`config.mk`:
```
export PLATFORM = sky130hd
export DESIGN_NAME = rgb_frame_sequencer
export DESIGN_NICKNAME = d
export VERILOG_FILES = /design/src/rtl/rgb_frame_sequencer.sv
export SDC_FILE = /design/constraint.sdc
export NUM_CORES = 1
export LEC_CHECK = 0
export CAP_MARGIN = 20
export CELL_PAD_IN_SITES_DETAIL_PLACEMENT = 2
export CELL_PAD_IN_SITES_GLOBAL_PLACEMENT = 2
export CORE_AREA = 2 2 143 145
export DETAILED_ROUTE_END_ITERATION = 16
export DIE_AREA = 0 0 145 147
export PLACE_DENSITY_LB_ADDON = 0.1
export SLEW_MARGIN = 40
export SYNTH_ARGS = -nofsm -noshare
export SYNTH_HDL_FRONTEND = slang
export SYNTH_SLANG_ARGS = --single-unit
```
`constraint.sdc`:
```
create_clock -name csi_clock_reset_clk -period 3.7 [get_ports csi_clock_reset_clk]
set_input_delay 0.555 -clock csi_clock_reset_clk [delete_from_list [all_inputs] [get_ports csi_clock_reset_clk]]
set_output_delay 0.555 -clock csi_clock_reset_clk [all_outputs]
set_load 0.02 [all_outputs]
```
`src/rtl/rgb_frame_sequencer.sv`:
```
// rgb_frame_sequencer: turns an unframed RGB pixel stream into SOP/EOP delimited
// frames of WIDTH x HEIGHT pixels. START, ABORT and CONTINUOUS are controlled
// through an Avalon-MM register slave, and completed frames are counted.
// Ports:
//   csi_clock_reset_clk / csi_clock_reset_reset_n : clock, async active-low reset
//   avs_ctrl_*    : MM slave (address 3b, read/write strobes, 32b data, read latency 1)
//   asi_sink1_*   : raw pixel sink (data/valid/ready)
//   aso_source1_* : framed pixel source (data/valid/ready/startofpacket/endofpacket)
module rgb_frame_sequencer #(
   parameter int unsigned DATA_W = 24,
   parameter int unsigned DIM_W  = 12
) (
   input  logic              csi_clock_reset_clk,
   input  logic              csi_clock_reset_reset_n,
   input  logic [2:0]        avs_ctrl_address,
   input  logic              avs_ctrl_read,
   input  logic              avs_ctrl_write,
   input  logic [31:0]       avs_ctrl_writedata,
   output logic [31:0]       avs_ctrl_readdata,
   input  logic [DATA_W-1:0] asi_sink1_data,
   input  logic              asi_sink1_valid,
   output logic              asi_sink1_ready,
   output logic [DATA_W-1:0] aso_source1_data,
   output logic              aso_source1_valid,
   input  logic              aso_source1_ready,
   output logic              aso_source1_startofpacket,
   output logic              aso_source1_endofpacket
);

   localparam int unsigned CNT_W = 16;

   typedef enum logic [1:0] {S_IDLE, S_RUN, S_FLUSH} state_t;

   state_t              r_state;
   logic [DIM_W-1:0]    r_width, r_height, r_col, r_row;
   logic                r_cont, r_done, r_cfg_err, r_aborted;
   logic [CNT_W-1:0]    r_frame_cnt;
   logic [DATA_W-1:0]   r_data;
   logic                r_valid, r_sop, r_eop;
   logic [31:0]         r_readdata;

   logic w_wr_ctrl, w_wr_status, w_start, w_abort, w_cfg_ok, w_busy;
   logic w_sink_ready, w_accept, w_out_hs, w_col_last, w_row_last, w_eop_pix;
   logic w_done_set;
   logic [31:0] w_rdata;
   logic w_unused_wdata;

   // Register-write decode; ABORT in the same write suppresses START.
   assign w_wr_ctrl   = avs_ctrl_write && (avs_ctrl_address == 3'd0);
   assign w_wr_status = avs_ctrl_write && (avs_ctrl_address == 3'd3);
   assign w_abort     = w_wr_ctrl && avs_ctrl_writedata[1];
   assign w_start     = w_wr_ctrl && avs_ctrl_writedata[0] && !avs_ctrl_writedata[1];
   assign w_cfg_ok    = (r_width != '0) && (r_height != '0);
   assign w_busy      = (r_state != S_IDLE);
   assign w_unused_wdata = &{1'b0, avs_ctrl_writedata[31:DIM_W]};

   // Stream handshakes and frame position.
   assign w_sink_ready = (r_state == S_RUN) && (!r_valid || aso_source1_ready);
   assign w_accept     = asi_sink1_valid && w_sink_ready;
   assign w_out_hs     = r_valid && aso_source1_ready;
   assign w_col_last   = (r_col == r_width - DIM_W'(1));
   assign w_row_last   = (r_row == r_height - DIM_W'(1));
   assign w_eop_pix    = w_col_last && w_row_last;
   // The EOP beat leaves in FLUSH only when the frame was not continued.
   assign w_done_set   = w_out_hs && r_eop && (r_state == S_FLUSH);

   // Sequencer FSM with column/row counters; counters wrap naturally at frame end.
   always_ff @(posedge csi_clock_reset_clk or negedge csi_clock_reset_reset_n) begin
      if (!csi_clock_reset_reset_n) begin
         r_state <= S_IDLE;
         r_col   <= '0;
         r_row   <= '0;
      end else begin
         case (r_state)
            S_IDLE: begin
               if (w_start && w_cfg_ok) begin
                  r_state <= S_RUN;
                  r_col   <= '0;
                  r_row   <= '0;
               end
            end
            S_RUN: begin
               if (w_accept) begin
                  if (w_col_last) begin
                     r_col <= '0;
                     r_row <= w_row_last ? '0 : r_row + DIM_W'(1);
                  end else begin
                     r_col <= r_col + DIM_W'(1);
                  end
               end
               if (w_abort || (w_accept && w_eop_pix && !r_cont))
                  r_state <= S_FLUSH;
            end
            S_FLUSH: begin
               if (!r_valid) r_state <= S_IDLE;
            end
            default: r_state <= S_IDLE;
         endcase
      end
   end

   // Output register: loads on accept, empties when consumed without a refill.
   always_ff @(posedge csi_clock_reset_clk or negedge csi_clock_reset_reset_n) begin
      if (!csi_clock_reset_reset_n) begin
         r_data  <= '0;
         r_valid <= 1'b0;
         r_sop   <= 1'b0;
         r_eop   <= 1'b0;
      end else if (w_accept) begin
         r_data  <= asi_sink1_data;
         r_valid <= 1'b1;
         r_sop   <= (r_col == '0) && (r_row == '0);
         r_eop   <= w_eop_pix;
      end else if (w_out_hs) begin
         r_valid <= 1'b0;
         r_sop   <= 1'b0;
         r_eop   <= 1'b0;
      end
   end

   // Configuration and status registers; sticky sets win over W1C.
   always_ff @(posedge csi_clock_reset_clk or negedge csi_clock_reset_reset_n) begin
      if (!csi_clock_reset_reset_n) begin
         r_width     <= '0;
         r_height    <= '0;
         r_cont      <= 1'b0;
         r_done      <= 1'b0;
         r_cfg_err   <= 1'b0;
         r_aborted   <= 1'b0;
         r_frame_cnt <= '0;
      end else begin
         if (avs_ctrl_write && !w_busy && (avs_ctrl_address == 3'd1))
            r_width <= avs_ctrl_writedata[DIM_W-1:0];
         if (avs_ctrl_write && !w_busy && (avs_ctrl_address == 3'd2))
            r_height <= avs_ctrl_writedata[DIM_W-1:0];
         if (w_wr_ctrl)
            r_cont <= avs_ctrl_writedata[2];
         r_done    <= w_done_set ||
                      (r_done && !(w_wr_status && avs_ctrl_writedata[1]));
         r_cfg_err <= ((r_state == S_IDLE) && w_start && !w_cfg_ok) ||
                      (r_cfg_err && !(w_wr_status && avs_ctrl_writedata[2]));
         r_aborted <= ((r_state == S_RUN) && w_abort) ||
                      (r_aborted && !(w_wr_status && avs_ctrl_writedata[3]));
         if (w_out_hs && r_eop)
            r_frame_cnt <= r_frame_cnt + CNT_W'(1);
      end
   end

   // Read mux; sampled before this cycle's write takes effect.
   always_comb begin
      w_rdata = '0;
      case (avs_ctrl_address)
         3'd1:    w_rdata = 32'(r_width);
         3'd2:    w_rdata = 32'(r_height);
         3'd3:    w_rdata = 32'({r_aborted, r_cfg_err, r_done, w_busy});
         3'd4:    w_rdata = 32'(r_frame_cnt);
         default: w_rdata = '0;
      endcase
   end

   always_ff @(posedge csi_clock_reset_clk or negedge csi_clock_reset_reset_n) begin
      if (!csi_clock_reset_reset_n) r_readdata <= '0;
      else if (avs_ctrl_read)       r_readdata <= w_rdata;
   end

   assign avs_ctrl_readdata         = r_readdata;
   assign asi_sink1_ready           = w_sink_ready;
   assign aso_source1_data          = r_data;
   assign aso_source1_valid         = r_valid;
   assign aso_source1_startofpacket = r_sop;
   assign aso_source1_endofpacket   = r_eop;

endmodule

```
==> results.py <==
metrics = {
    "outcome": {
        "outcome": "completed",
    },
    "floorplan": {
        "die_width_um": 145,
        "die_h_um": 147,
        "coreArea_mm2": 0.0198,
        "io_pins": 125,
        "die_area_mm2": 0.0213,
        "start_util_pct": 31.4,
        "rows": 52,
    },
    "placed_design": {
        "place.detailed.hpwl_um": 14800,
        "place_congestion": 0.820,
        "port_buffers": 88,
    },
    "cts": {
        "cts_buffer_depth": 2,
        "cts_setup_buffers": 0,
        "cts-root-buf": "clkbuf_16",
        "cts_hold_buffers": 0,
        "cts_tree": "done",
        "cts.htree.levels": 4,
        "cts_buffers": 17,
        "clk_pin_slew_ns": 0.06,
        "cts.sinks": 113,
        "cts_resized": 0,
        "clock_latency_ns": 0.43,
    },
    "yosys": {
        "yosys_warnings": 0,
        "ys.flop_type": "dfrtp_1",
        "syn-cell-area_mm2": 0.00623,
        "synth.distinct_cells": 60,
        "synthArstFlopShare_pct": 100,
        "synth.avg_cell_area_um2": 10.0,
        "ys_ff_latch": 113,
        "ys_seq_area_share_pct": 45.4,
        "synth_edf_count": 0,
        "netlist_instances": 621,
    },
    "timing": {
        "tightest_slew_ns": 0.786,
        "hold_viol": 0,
        "relSlewSlack_pct": 47.5,
        "fmax_mhz": 315,
        "rsz0062_at_grt": "false",
        "drv_slew": 0,
        "finalSetupViolCount": 0,
        "min_period_over_period_pct": 85.7,
        "skew_ns": 0.00983,
        "period_needed_ns": 3.17,
        "fin_tns_setup_ns": 0,
    },
    "power_and_ir_drop": {
        "irDropWorstVdd_v": 0.000331,
        "powerDensity_mw_per_mm2": 630,
        "power.leakage_nw": 3.25,
        "total_power_mw": 5.04,
    },
    "routing": {
        "detail_route.wirelength_um": 20400,
        "wl_per_cell_um": 20.5,
        "drtPass1Iterations": 4,
        "viasPerCell": 5.29,
        "ant_nets": 0,
        "drc": 0,
        "via_count": 5281,
        "drtIter0Drc": 208,
    },
    "global_routing": {
        "antenna_found_initial": 0,
        "grt_pass1_vias": 5835,
        "grt_util_all_layers_pct": 19.8,
        "grt_max_degree": 61,
        "grt_pass1_wl_um": 33200,
        "overflow": 0,
    },
    "worst_setup_path": {
        "r2r-end": "r_row[3]",
        "crit_type": "flop to flop",
        "endpoint_kind": "flop",
        "startpoint_type": "flop",
        "worstRegToRegCells": 10,
        "worstReg2RegStart": "r_height[0]",
        "worstPathRequired_ns": 4.06,
        "endpoint": "r_row[3]",
        "cp.arrival_ns": 3.53,
        "reg2reg_slack_ns": 0.53,
        "cp_max_fo": 7,
        "critPathLaunch": "r_height[0]",
    },
    "cells_and_area": {
        "fin_util_pct": 40.3,
        "layout_common_cells": "113 x dfrtp_1, 86 x clkdlybuf4s50_1, 55 x mux2_2",
        "area_growth_pct": 28.4,
        "fill_cells": 2113,
        "register_area_mm2": 0.00283,
        "final_nets": 787,
        "drive_above_1_share_pct": 17.2,
        "final_common_cell": "dfrtp_1",
        "diodes": 0,
        "multi_input_area_mm2": 0.00314,
    },
    "job": {
        "maxCapViolCount": 0,
    },
    "min_path": {
        "hp-class": "input port to asynchronous set/reset pin",
    },
}
-- worst min path at each step --
stage                                  startpoint                  end  slack (ns)  cells past startpoint
after floorplan           csi_clock_reset_reset_n  aso_source1_data[0]        0.26                      0
after global placement            r_frame_cnt[15]      r_frame_cnt[15]        0.47                      1
after detailed placement          r_frame_cnt[15]      r_frame_cnt[15]        0.46                      1
after CTS                 csi_clock_reset_reset_n             r_col[7]        0.14                      1
after global routing      csi_clock_reset_reset_n             r_col[2]        0.15                      1
final                     csi_clock_reset_reset_n             r_col[7]        0.11                      1
-- synthesized netlist by cell type, types with 7 or more instances --
master	number	area [um2]
a22oi_1	13	97.6
or3_1	7	43.8
or4_1	8	60.1
and3_1	10	62.6
mux2_2	55	619
inv_1	23	86.3
nand2_1	27	101
nand4_1	24	150
xor2_1	13	114
nor2b_1	8	50.1
o21ai_0	16	80.1
ha_1	7	87.6
nand3_1	40	200
clkbuf_1	24	90.1
nor3_1	12	60.1
dfrtp_1	113	2830
a21oi_1	32	160
nand2b_1	10	62.6
xnor2_1	27	236
a31oi_1	11	68.8
nor2_1	41	154
buf_4	16	120
-- flip-flops by register name, indices dropped and copies added, names as in the netlist --
name / count
r_cont: 1
r_done: 1
r_cfg_err: 1
aso_source1_data: 24
aso_source1_startofpacket: 1
r_width: 12
r_height: 12
r_col: 12
aso_source1_valid: 1
r_aborted: 1
r_frame_cnt: 16
aso_source1_endofpacket: 1
r_row: 12
r_state: 2
avs_ctrl_readdata: 16
-- cell families after synthesis --
| kind of cell | after synthesis | synth area share [%] |
|---|---|---|
| buf+inv | 69 | 5.24 |
| xor+xnor | 40 | 5.62 |
| simple gates | 223 | 20.0 |
| fa+ha+maj | 7 | 1.40 |
| compound gates | 109 | 11.8 |
| mux | 59 | 10.6 |
| other cells | 1 | 0.0602 |
| flops | 113 | 45.4 |
-- where the power goes --
| part | leakage [nW] | total [mW] | switching [mW] | internal (mW) |
|---|---|---|---|---|
| combinational | 1.56 | 1.54 | 0.785 | 0.756 |
| sequential | 1.41 | 1.80 | 0.308 | 1.50 |
| clock | 0.286 | 1.70 | 0.641 | 1.06 |
| total | 3.25 | 5.04 | 1.73 | 3.31 |
-- worst max-delay path: stages (launching register included) --
cell	delay, ns
dfrtp_1	0.48
inv_1	0.10
ha_1	0.19
nor3b_1	0.67
nand2_1	0.16
and4b_1	0.22
nor3_1	0.39
nor3_2	0.12
buf_4	0.19
or4_1	0.49
nand3_1	0.10
-- routing by layer --
metal / track usage [%] / part of all wire (%) / wire (um)
met1: 24.8 / 44 / 9000
met2: 34.8 / 51 / 10500
met3: 3.66 / 3.0 / 612
met4: 6.29 / 1.5 / 299
met5: 0 / 0 / 0
-- through the flow --
stage / area (um2) / hold slack, ns / cells / worst slack [ns]
3_3_place_gp: 7410 / 0.465 / 966 / 0.558
3_5_place_dp: 7410 / 0.457 / 966 / 0.527
5_1_grt: 8010 / 0.152 / 998 / 0.251
2_1_floorplan: 6290 / 0.259 / 636 / 0.813
4_1_cts: 8010 / 0.139 / 998 / 0.500
6_report: 8010 / 0.109 / 998 / 0.528
-- layout make-up --
cell class | count | share of cell area (%)
Clock buffer | 18 | 5.36
Clock inverter | 14 | 2.05
Inverter | 23 | 1.08
Multi-Input combinational cell | 454 | 39.2
Sequential cell | 113 | 35.3
Tap cell | 270 | 4.22
Timing Repair Buffer | 106 | 12.8
Power figures use the tool's default switching activity.
